## src/rtl/noise_pkg.sv

```systemverilog
// Shared definitions for the 32-bit LFSR noise generator and checker.
package noise_pkg;

   localparam int unsigned LFSR_W = 32;

   // Bit k-1 set adds x^k to the feedback polynomial (x^32 + ... + 1).
   localparam logic [LFSR_W-2:0] TAPS_DEFAULT = 31'b1100010;

   typedef enum logic [1:0] {
      FILL   = 2'd0,
      SEARCH = 2'd1,
      LOCKED = 2'd2
   } chk_state_e;

endpackage

```

## src/rtl/lfsr_predictor.sv

```systemverilog
// Received-bit history register with combinational next-bit prediction.
module lfsr_predictor
   import noise_pkg::*;
#(
   parameter logic [LFSR_W-2:0] TAPS = TAPS_DEFAULT
)(
   input  logic clk,
   input  logic reset,
   input  logic shift,
   input  logic load_pred,
   input  logic bit_in,
   output logic pred,
   output logic h_zero
);

   // h[31-k] pairs with TAPS[k-1], so the tap mask is TAPS bit-reversed.
   localparam logic [LFSR_W-2:0] TAP_MASK = {<<{TAPS}};

   logic [LFSR_W-1:0] h_q;

   always_ff @(posedge clk) begin
      if (!reset) begin
         h_q <= '0;
      end else if (shift) begin
         h_q <= {h_q[LFSR_W-2:0], (load_pred ? pred : bit_in)};
      end
   end

   always_comb begin
      pred = h_q[LFSR_W-1] ^ (^(h_q[LFSR_W-2:0] & TAP_MASK));
   end

   assign h_zero = (h_q == '0);

endmodule

```

## config.mk

```make
export PLATFORM = sky130hd
export DESIGN_NAME = lfsr_predictor
export DESIGN_NICKNAME = d
export VERILOG_FILES = /design/src/rtl/noise_pkg.sv /design/src/rtl/lfsr_predictor.sv
export SDC_FILE = /design/constraint.sdc
export NUM_CORES = 1
export LEC_CHECK = 0
export CORE_UTILIZATION = 35
export CTS_CLUSTER_DIAMETER = 50
export CTS_CLUSTER_SIZE = 20
export DETAILED_ROUTE_END_ITERATION = 8
export PLACE_DENSITY = 0.57
export SETUP_SLACK_MARGIN = 0.3
export SLEW_MARGIN = 20
export SYNTH_ARGS = -nofsm -noshare
export SYNTH_HDL_FRONTEND = slang
export SYNTH_SLANG_ARGS = --single-unit
export TNS_END_PERCENT = 20
```

## constraint.sdc

```tcl
create_clock -name clk -period 1.4 [get_ports clk]
set_clock_uncertainty 0.05 [all_clocks]
set_input_delay 0.21 -clock clk [delete_from_list [all_inputs] [get_ports clk]]
set_output_delay 0.21 -clock clk [all_outputs]
set_load 0.01 [all_outputs]
```

==> results of run 1 <==
power breakdown:
part | total [uW] | switching, uW | internal [uW]
combinational | 109 | 47.4 | 61.1
clock | 720 | 320 | 400
sequential | 917 | 2.83 | 914
total | 1750 | 370 | 1380
cell usage in the layout, fill, tap and decap left out, drive strengths merged:
cell type / Yosys / layout
nand4: 2 / 2
dfxtp: 32 / 32
nor3: 1 / 1
clkbuf: 3 / 8
nor4: 6 / 6
mux2i: 32 / 32
o21ai: 1 / 1
buf: 4 / 38
a21oi: 1 / 1
inv: 2 / 2
nor4b: 1 / 1
nor2b: 31 / 31
xor3: 1 / 1
nor2: 1 / 1
ha: 1 / 1
clkdlybuf4s50: 0 / 3
worst min-delay path, stage by stage:
cell     delay [ns]
buf_2          0.12
buf_12         0.18
a21oi_1        0.14
worst max-delay path by stage:
| stage | endpoint | cells after the start |
|---|---|---|
| final | h_zero | 5 |
| after detailed placement | h_zero | 5 |
| after global routing | h_zero | 5 |
| after CTS | pred | 4 |
| after floorplan | h_q[0]$_SDFFE_PN0P_ | 5 |
| after global placement | h_zero | 5 |
logic make-up after synthesis:
| family | after synthesis |
|---|---|
| and+or+nand+nor | 42 |
| xor gates and xnor gates | 1 |
| AOI/OAI and AO/OA | 2 |
| buffers and inverters | 9 |
| muxes | 32 |
| DFF | 32 |
| adders and majority gates | 1 |
area by class of cell:
| class | count | area [um^2] | area share [%] |
|---|---|---|---|
| clock buffer | 8 | 90.09 | 5.021 |
| inverter | 2 | 7.507 | 0.4184 |
| multi-input combinational | 78 | 663.1 | 36.96 |
| sequential | 32 | 645.6 | 35.98 |
| tap | 46 | 57.56 | 3.208 |
| timing repair buffer | 41 | 330.3 | 18.41 |
repair_timing:
item | CTS | global route
endpoints found under the setup margin | 3 | 4
setup buffers | 1 | 0
pin swaps | 5 | 3
gates resized for setup | 18 | 2
layer usage:
layer  up-vias  routed length, um  track usage (%)
li1        487                  -                -
met4         0                 68            10.23
met2        12               1195            24.47
met1       441               1214            18.14
met3         8                 76            4.529
met5         -                  0                0
metrics by stage:
| step | std cells | util (%) | setup WS [ns] |
|---|---|---|---|
| floorplan | 119 | - | 0.1103 |
| global placement | 198 | 47.80 | -0.4354 |
| detailed placement | 198 | 47.80 | -0.4278 |
| CTS | 207 | 51.59 | -0.3002 |
| global route | 207 | 51.73 | -0.3431 |
| finish | 207 | 51.73 | -0.2664 |
==> results.py, run 1 <==
metrics = {
    "layout": {
        "antenna_cells": 0,
        "area_growth_pct": 36.31,
        "fill_cells": 325,
        "final_nets": 166,
        "drive_above_1_share_pct": 33.54,
        "largest_reg_flops": 32,
        "final_area_um2": 1794,
        "regMostFlops": "h_q",
        "reg.largest.list": "h_q (32)",
    },
    "logic_synthesis": {
        "synth_top_family_by_area": "multiplexers",
        "synth-xor-area-share_pct": 1.901,
        "ys_types": 16,
        "synth_common_cells": "dfxtp_1, mux2i_1, nor2b_1, nor4_1",
        "yosysSeqAreaShare_pct": 48.67,
        "synth-compound-area-share_pct": 0.7605,
        "synth-edff-count": 0,
        "yosys-mux-area-fraction_pct": 24.33,
        "synthFlopType": "dfxtp_1",
        "async_flop_share_pct": 0,
        "synth_top_area_cell": "dfxtp_1",
        "synthTopCellsByArea": "dfxtp_1, mux2i_1, nor2b_1, nor4_1, xor3_2",
        "syn_area_um2": 1316,
        "synth_simple_gate_area_share_pct": 19.87,
        "synth_seq_cells": 32,
        "syn_area_per_cell_um2": 11.06,
        "synth_top_area_share_pct": 48.67,
        "synthCells": 119,
        "syn_nets": 125,
        "yosys_warnings": 0,
        "synth_fa_ha_area_share_pct": 0.9506,
    },
    "power": {
        "ir_worst_vdd_v": 0.0006173,
        "p_per_area_nw_per_um2": 972.8,
        "power.leakage_uw": 0.0007930,
        "power_uw": 1745,
    },
    "clock_tree": {
        "cts_buffer_depth": 2,
        "cts-root-buf": "clkbuf_8",
        "ctsHoldBuffers": 0,
        "clock_sinks": 32,
        "cts_buffers": 5,
        "cts_tree": "done",
        "htreeDepth": 2,
        "worstSkewPairLatency_ns": 0.28,
        "clk_pin_slew_ns": 0.06,
    },
    "drt": {
        "drt_wl_total_um": 2554,
        "vias_per_cell": 4.580,
        "num_vias": 948,
        "ant_nets": 0,
        "wl_per_cell_um": 12.34,
        "drt_pass1_iterations": 4,
        "drc": 0,
        "drt_iter0_markers": 41,
    },
    "placement": {
        "io_buffers": 6,
        "place_hpwl_um": 1755,
        "gp_congestion": 0.7228,
        "place_area_um2": 1658,
    },
    "floorplan": {
        "pin_count": 7,
        "start_util_pct": 37.95,
        "core_area_um2": 3468,
        "fp.dieH_um": 63.33,
        "design.die.area_um2": 4010,
        "rows": 21,
        "die_x_um": 63.33,
    },
    "setup_path": {
        "setup.worst_path.end_class": "output pin",
        "worst_ep_arrival_time_ns": 1.41,
        "path_buf_inv": 2,
        "crit_start": "h_q[7]$_SDFFE_PN0P_",
        "crit_slowest_cell": "dfxtp_2",
        "worst-endpoint-required_ns": 1.14,
        "path_cells": "nor4_4 > buf_4 > nand4_1 > nor2_1 > buf_2",
        "r2r_cells": 5,
        "critical_path.max_fanout": 2,
        "critPathMaxStageDelay_ns": 0.34,
        "startpoint_type": "flip-flop",
        "crit_family": "simple AND/OR/NAND/NOR gates",
        "worstSetupPathType": "flip-flop to output pin",
        "rrSetupSlack_ns": 0.10,
        "rr_startpoint": "h_q[24]$_SDFFE_PN0P_",
        "timing.rr.end": "h_q[0]$_SDFFE_PN0P_",
    },
    "hold_path": {
        "hold_path_end": "h_q[0]$_SDFFE_PN0P_",
        "hold_depth": 3,
        "min_from": "shift",
        "hp-class": "primary input to flip-flop",
    },
    "global_routing": {
        "gr-total-overflow": 0,
        "grt_pass1_wl_um": 4595,
        "grt_pass1_vias": 978,
        "grt_use_total_pct": 15.53,
        "antenna_found_initial": 0,
        "grt_max_degree": 34,
    },
    "timing": {
        "finalHoldViolCount": 0,
        "slew_headroom_pct": 80.79,
        "finalSetupTns_ns": -0.4536,
        "finalSetupViolations": 2,
        "fin_ws_ns": -0.2664,
        "tightest_slew_ns": 0.2855,
        "max_clock_freq_mhz": 600.1,
        "fin_crit_ns": 1.666,
        "drv_slew": 0,
        "rsz0062_at_grt": "yes",
        "fin_crit_sh_pct": 119.0,
        "whs_ns": 0.3632,
    },
    "status": {
        "violations": "setup timing",
        "status": "finished with violations",
    },
    "flow_run": {
        "cap_violations": 0,
    },
}
No activity file was read; power rests on OpenSTA's default activity.
==> run 2, diff against run 1 <==
--- a/constraint.sdc
+++ b/constraint.sdc
@@ -3,3 +3,3 @@
 set_input_delay 0.21 -clock clk [delete_from_list [all_inputs] [get_ports clk]]
 set_output_delay 0.21 -clock clk [all_outputs]
-set_load 0.01 [all_outputs]
+set_load 0.005 [all_outputs]
==> run 2 against run 1 <==
  * The flow still finishes with violations (setup timing)
  * Sequential share of layout area increased by 0.13 points
  * Critical path depth unchanged
  * Core utilization shrank 0.18 points
  * Critical endpoint unchanged
==> results.py, run 2 (same netlist as run 1, synthesis figures left out) <==
metrics = {
    "layout": {
        "final_nets": 166,
        "layout_commonest_cell": "buf_4",
        "drive_above_1_share_pct": 33.54,
        "reg.largest.list": "h_q (32)",
        "final_cells": 207,
        "largest_reg_flops": 32,
        "area_growth_pct": 35.84,
        "final_cell_mix": "buf_4, mux2i_1, nor2b_1",
        "final_core_util_pct": 51.55,
        "regMostFlops": "h_q",
        "antenna_cells": 0,
    },
    "clock_tree": {
        "htreeDepth": 2,
        "ctsHoldBuffers": 0,
        "cts_buffers": 5,
        "cts-root-buf": "clkbuf_8",
        "clk_pin_slew_ns": 0.06,
        "clock_sinks": 32,
        "worstSkewPairLatency_ns": 0.28,
        "cts_buffer_depth": 2,
        "cts_tree": "done",
    },
    "setup_path": {
        "rrSetupSlack_ns": 0.11,
        "worst_ep_arrival_time_ns": 1.39,
        "timing.rr.end": "h_q[0]$_SDFFE_PN0P_",
        "rr_startpoint": "h_q[24]$_SDFFE_PN0P_",
        "worstSetupPathType": "flip-flop to output pin",
        "setup.worst_path.end_class": "output pin",
        "critical_path.max_fanout": 2,
        "startpoint_type": "flip-flop",
        "r2r_cells": 5,
        "worst-endpoint-required_ns": 1.14,
    },
    "timing": {
        "fin_crit_ns": 1.649,
        "drv_slew": 0,
        "finalHoldViolCount": 0,
        "rsz0062_at_grt": "yes",
        "fin_ws_ns": -0.2487,
        "fin_crit_sh_pct": 117.8,
        "slew_headroom_pct": 80.79,
        "finalSetupViolations": 2,
        "max_clock_freq_mhz": 606.5,
        "tightest_slew_ns": 0.2855,
    },
    "drt": {
        "vias_per_cell": 4.580,
        "ant_nets": 0,
        "num_vias": 948,
        "drt_pass1_iterations": 4,
        "drc": 0,
        "drt_wl_total_um": 2555,
        "wl_per_cell_um": 12.34,
        "drt_iter0_markers": 41,
    },
    "global_routing": {
        "grt_use_total_pct": 15.57,
        "gr-total-overflow": 0,
        "grt_pass1_vias": 980,
        "grt_max_degree": 34,
        "grt_pass1_wl_um": 4609,
        "antenna_found_initial": 0,
    },
    "power": {
        "ir_worst_vdd_v": 0.0006173,
        "power_uw": 1744,
        "p_per_area_nw_per_um2": 975.5,
        "power.leakage_uw": 0.0007924,
    },
    "floorplan": {
        "rows": 21,
        "start_util_pct": 37.95,
        "design.die.area_um2": 4010,
        "core_area_um2": 3468,
        "die_x_um": 63.33,
        "pin_count": 7,
        "fp.dieH_um": 63.33,
    },
    "hold_path": {
        "min_from": "shift",
        "hold_path_end": "h_q[0]$_SDFFE_PN0P_",
        "hp-class": "primary input to flip-flop",
        "hold_depth": 3,
    },
    "flow_run": {
        "cap_violations": 0,
    },
    "status": {
        "violations": "setup timing",
        "status": "finished with violations",
    },
    "placement": {
        "placed_cells": 198,
        "gp_congestion": 0.7228,
        "io_buffers": 6,
        "place_hpwl_um": 1755,
    },
}
[run 2: cell types whose count changed in the layout (fill, tap and decap cells not counted)]
cell	previous run	this run
buf_2	2	3
buf_6	2	1
[run 2: layout make-up]
cell class,count,area [um^2]
tap,46,57.56
inverter,2,7.507
sequential,32,645.6
clock buffer,8,90.09
fill,327,1680
timing repair buffer,41,324.1
multi-input combinational,78,663.1
[run 2: worst max-delay path by stage]
stage / depth (start not counted) / end / start / slack (ns)
2_1_floorplan: 5 / h_q[0]$_SDFFE_PN0P_ / h_q[24]$_SDFFE_PN0P_ / 0.14
3_3_place_gp: 5 / h_zero / h_q[1]$_SDFFE_PN0P_ / -0.40
3_5_place_dp: 5 / h_zero / h_q[1]$_SDFFE_PN0P_ / -0.39
4_1_cts: 4 / pred / h_q[25]$_SDFFE_PN0P_ / -0.29
5_1_grt: 5 / h_zero / h_q[7]$_SDFFE_PN0P_ / -0.33
6_report: 5 / h_zero / h_q[7]$_SDFFE_PN0P_ / -0.25
[run 2: timing repair]
action	4_1_cts	5_1_grt
pin swaps	5	3
resized for setup	17	2
endpoints found under the setup margin	3	4
setup buffers	1	0
gates cloned	0	0
[run 2: worst max-delay path, cell delays in order, from the launching register on]
cell	delay, ns
dfxtp_2	0.34
nor4_4	0.28
buf_4	0.14
nand4_1	0.09
nor2_1	0.13
buf_2	0.13
[run 2: metal layers]
metal,track usage [%],vias up,wire [um]
met5,0,-,0
met1,18.25,441,1215
li1,-,487,-
met3,4.529,8,76
met4,10.23,0,68
met2,24.47,12,1194
[run 2: stage by stage]
stage | hold slack (ns) | TNS, ns | cell area [um^2] | setup slack (ns)
finish | 0.3632 | -0.4241 | 1788 | -0.2487
global route | 0.4051 | -0.5689 | 1788 | -0.3253
CTS | 0.3768 | -0.5488 | 1783 | -0.2890
detailed placement | 0.4811 | -0.6451 | 1658 | -0.3925
global placement | 0.4739 | -0.6335 | 1658 | -0.4005
floorplan | 0.2882 | 0 | 1316 | 0.1429
[run 2: power by group]
part	switching, uW	total (uW)	leakage (uW)	internal (uW)
Combinational	46.3	107	0.000487	61.0
Sequential	2.84	917	0.000260	914
Clock	320	720	0.0000455	400
Total	369	1740	0.000792	1380
==> run 3, diff against run 2 <==
CORE_ASPECT_RATIO = 1.4   (was not set)
CTS_CLUSTER_SIZE = not set   (was 20)
==> run 3 against run 2 <==
  * The flow still finishes with violations (setup timing)
  * Sequential share of layout area decreased by 0.15 points
  * Count of clock-buffer cells in the layout unchanged
  * Worst setup slack improved by 0.054 ns
  * Sequential power about the same
  * Combinational power about the same
  * Register-to-register slack got worse by 0.11 ns
  * Clock power about the same
  * Cell area increased by 0.21%
  * Non-clock buffer count decreased by 1
  * Critical endpoint unchanged
  * Highest routed layer unchanged
==> results.py, run 3 (same netlist as run 1, synthesis figures left out) <==
metrics = {
    "layout": {
        "final_cell_mix": "buf_4, mux2i_1, nor2b_1",
        "final_nets": 165,
        "final_core_util_pct": 49.62,
        "antenna_cells": 0,
        "largest_reg_flops": 32,
        "final_area_um2": 1792,
        "regMostFlops": "h_q",
        "fill_cells": 342,
        "final_cells": 202,
        "layout_commonest_cell": "buf_4",
        "drive_above_1_share_pct": 33.75,
        "area_growth_pct": 36.12,
        "reg.largest.list": "h_q (32)",
    },
    "floorplan": {
        "fp.dieH_um": 74.56,
        "start_util_pct": 36.45,
        "pin_count": 7,
        "rows": 26,
        "design.die.area_um2": 4014,
        "core_area_um2": 3611,
        "die_x_um": 53.83,
    },
    "setup_path": {
        "startpoint_type": "flip-flop",
        "critical_path.max_fanout": 2,
        "cp_num_cells": 6,
        "rr_startpoint": "h_q[25]$_SDFFE_PN0P_",
        "r2r_cells": 6,
        "rrSetupSlack_ns": 0,
        "path_buf_inv": 2,
        "worstSetupPathType": "flip-flop to output pin",
        "worst-endpoint-required_ns": 1.14,
        "path_cells": "inv_2 > ha_4 > nor4b_4 > nand4_1 > nor2_1 > buf_2",
        "timing.rr.end": "h_q[0]$_SDFFE_PN0P_",
        "crit_family": "simple AND/OR/NAND/NOR gates",
        "worst_ep_arrival_time_ns": 1.33,
        "setup.worst_path.end_class": "output pin",
        "crit_slowest_cell": "dfxtp_2",
        "critPathMaxStageDelay_ns": 0.32,
    },
    "timing": {
        "fin_crit_ns": 1.595,
        "tightest_slew_ns": 0.2752,
        "max_clock_freq_mhz": 627.1,
        "drv_slew": 0,
        "finalHoldViolCount": 0,
        "fin_crit_sh_pct": 113.9,
        "fin_ws_ns": -0.1946,
        "finalSetupViolations": 2,
        "rsz0062_at_grt": "yes",
        "slew_headroom_pct": 81.49,
    },
    "placement": {
        "gp_congestion": 0.7236,
        "place_hpwl_um": 1742,
        "placed_cells": 193,
        "io_buffers": 6,
        "place_area_um2": 1645,
    },
    "drt": {
        "drt_pass1_iterations": 3,
        "vias_per_cell": 4.757,
        "drc": 0,
        "num_vias": 961,
        "wl_per_cell_um": 12.86,
        "drt_iter0_markers": 2,
        "drt_wl_total_um": 2598,
        "ant_nets": 0,
    },
    "global_routing": {
        "grt_pass1_vias": 1059,
        "antenna_found_initial": 0,
        "grt_max_degree": 22,
        "gr-total-overflow": 0,
        "grt_pass1_wl_um": 4367,
        "grt_use_total_pct": 15.60,
    },
    "clock_tree": {
        "cts-root-buf": "clkbuf_8",
        "clk_pin_slew_ns": 0.06,
        "htreeDepth": 2,
        "worstSkewPairLatency_ns": 0.28,
        "cts_buffers": 5,
        "clock_sinks": 32,
        "cts_buffer_depth": 2,
        "cts_tree": "done",
        "ctsHoldBuffers": 0,
    },
    "status": {
        "violations": "setup timing",
        "status": "finished with violations",
    },
    "hold_path": {
        "min_from": "shift",
        "hold_path_end": "h_q[0]$_SDFFE_PN0P_",
        "hp-class": "primary input to flip-flop",
        "hold_depth": 3,
    },
    "flow_run": {
        "cap_violations": 0,
    },
    "power": {
        "p_per_area_nw_per_um2": 971.7,
        "ir_worst_vdd_v": 0.0005820,
        "power.leakage_uw": 0.0008028,
    },
}
[run 3: how the worst max path moves through the flow]
stage                              start             endpoint
floorplan           h_q[24]$_SDFFE_PN0P_  h_q[0]$_SDFFE_PN0P_
global placement     h_q[1]$_SDFFE_PN0P_               h_zero
detailed placement  h_q[24]$_SDFFE_PN0P_               h_zero
CTS                 h_q[25]$_SDFFE_PN0P_                 pred
global route        h_q[25]$_SDFFE_PN0P_               h_zero
finish              h_q[25]$_SDFFE_PN0P_               h_zero
[run 3: per-layer routing]
metal  wire [um]  GRT usage, %  vias up
met5           0             0        -
met4          71         11.40        0
met3          56         3.681        5
met2        1333         26.34        9
met1        1137         16.29      459
li1            -             -      488
[run 3: cell type report]
class / count / area [um^2] / share of cell area [%]
repair buffers: 40 / 312.8 / 17.46
flip-flops and latches: 32 / 644.4 / 35.96
multi-input cells: 78 / 684.4 / 38.20
inverters: 2 / 7.507 / 0.4190
clock buffers: 8 / 90.09 / 5.028
well taps: 42 / 52.55 / 2.933
[run 3: stage by stage]
step,power (uW),TNS [ns],worst slack [ns],hold WS (ns)
2_1_floorplan,1007,0,0.1429,0.2882
3_3_place_gp,1044,-0.5335,-0.3037,0.4788
3_5_place_dp,1044,-0.5729,-0.3360,0.4955
4_1_cts,1765,-0.5482,-0.2592,0.3688
5_1_grt,1809,-0.5067,-0.2691,0.3817
6_report,1741,-0.3478,-0.1946,0.3696
[run 3: timing repair]
| action | CTS | global route |
|---|---|---|
| gates resized for setup | 19 | 1 |
| endpoints found under the setup margin | 3 | 3 |
| pin swaps | 6 | 1 |
| cloned | 0 | 0 |
| setup buffers | 1 | 0 |
[run 3: tightest hold or removal path, stage by stage]
cell and delay, ns:
buf_2 0.11, buf_4 0.23, a21oi_1 0.10
[run 3: power by group]
part	total, uW	internal, uW	switching [uW]
clock	720	400	319
sequential	917	914	2.51
combinational	105	59.6	45.3
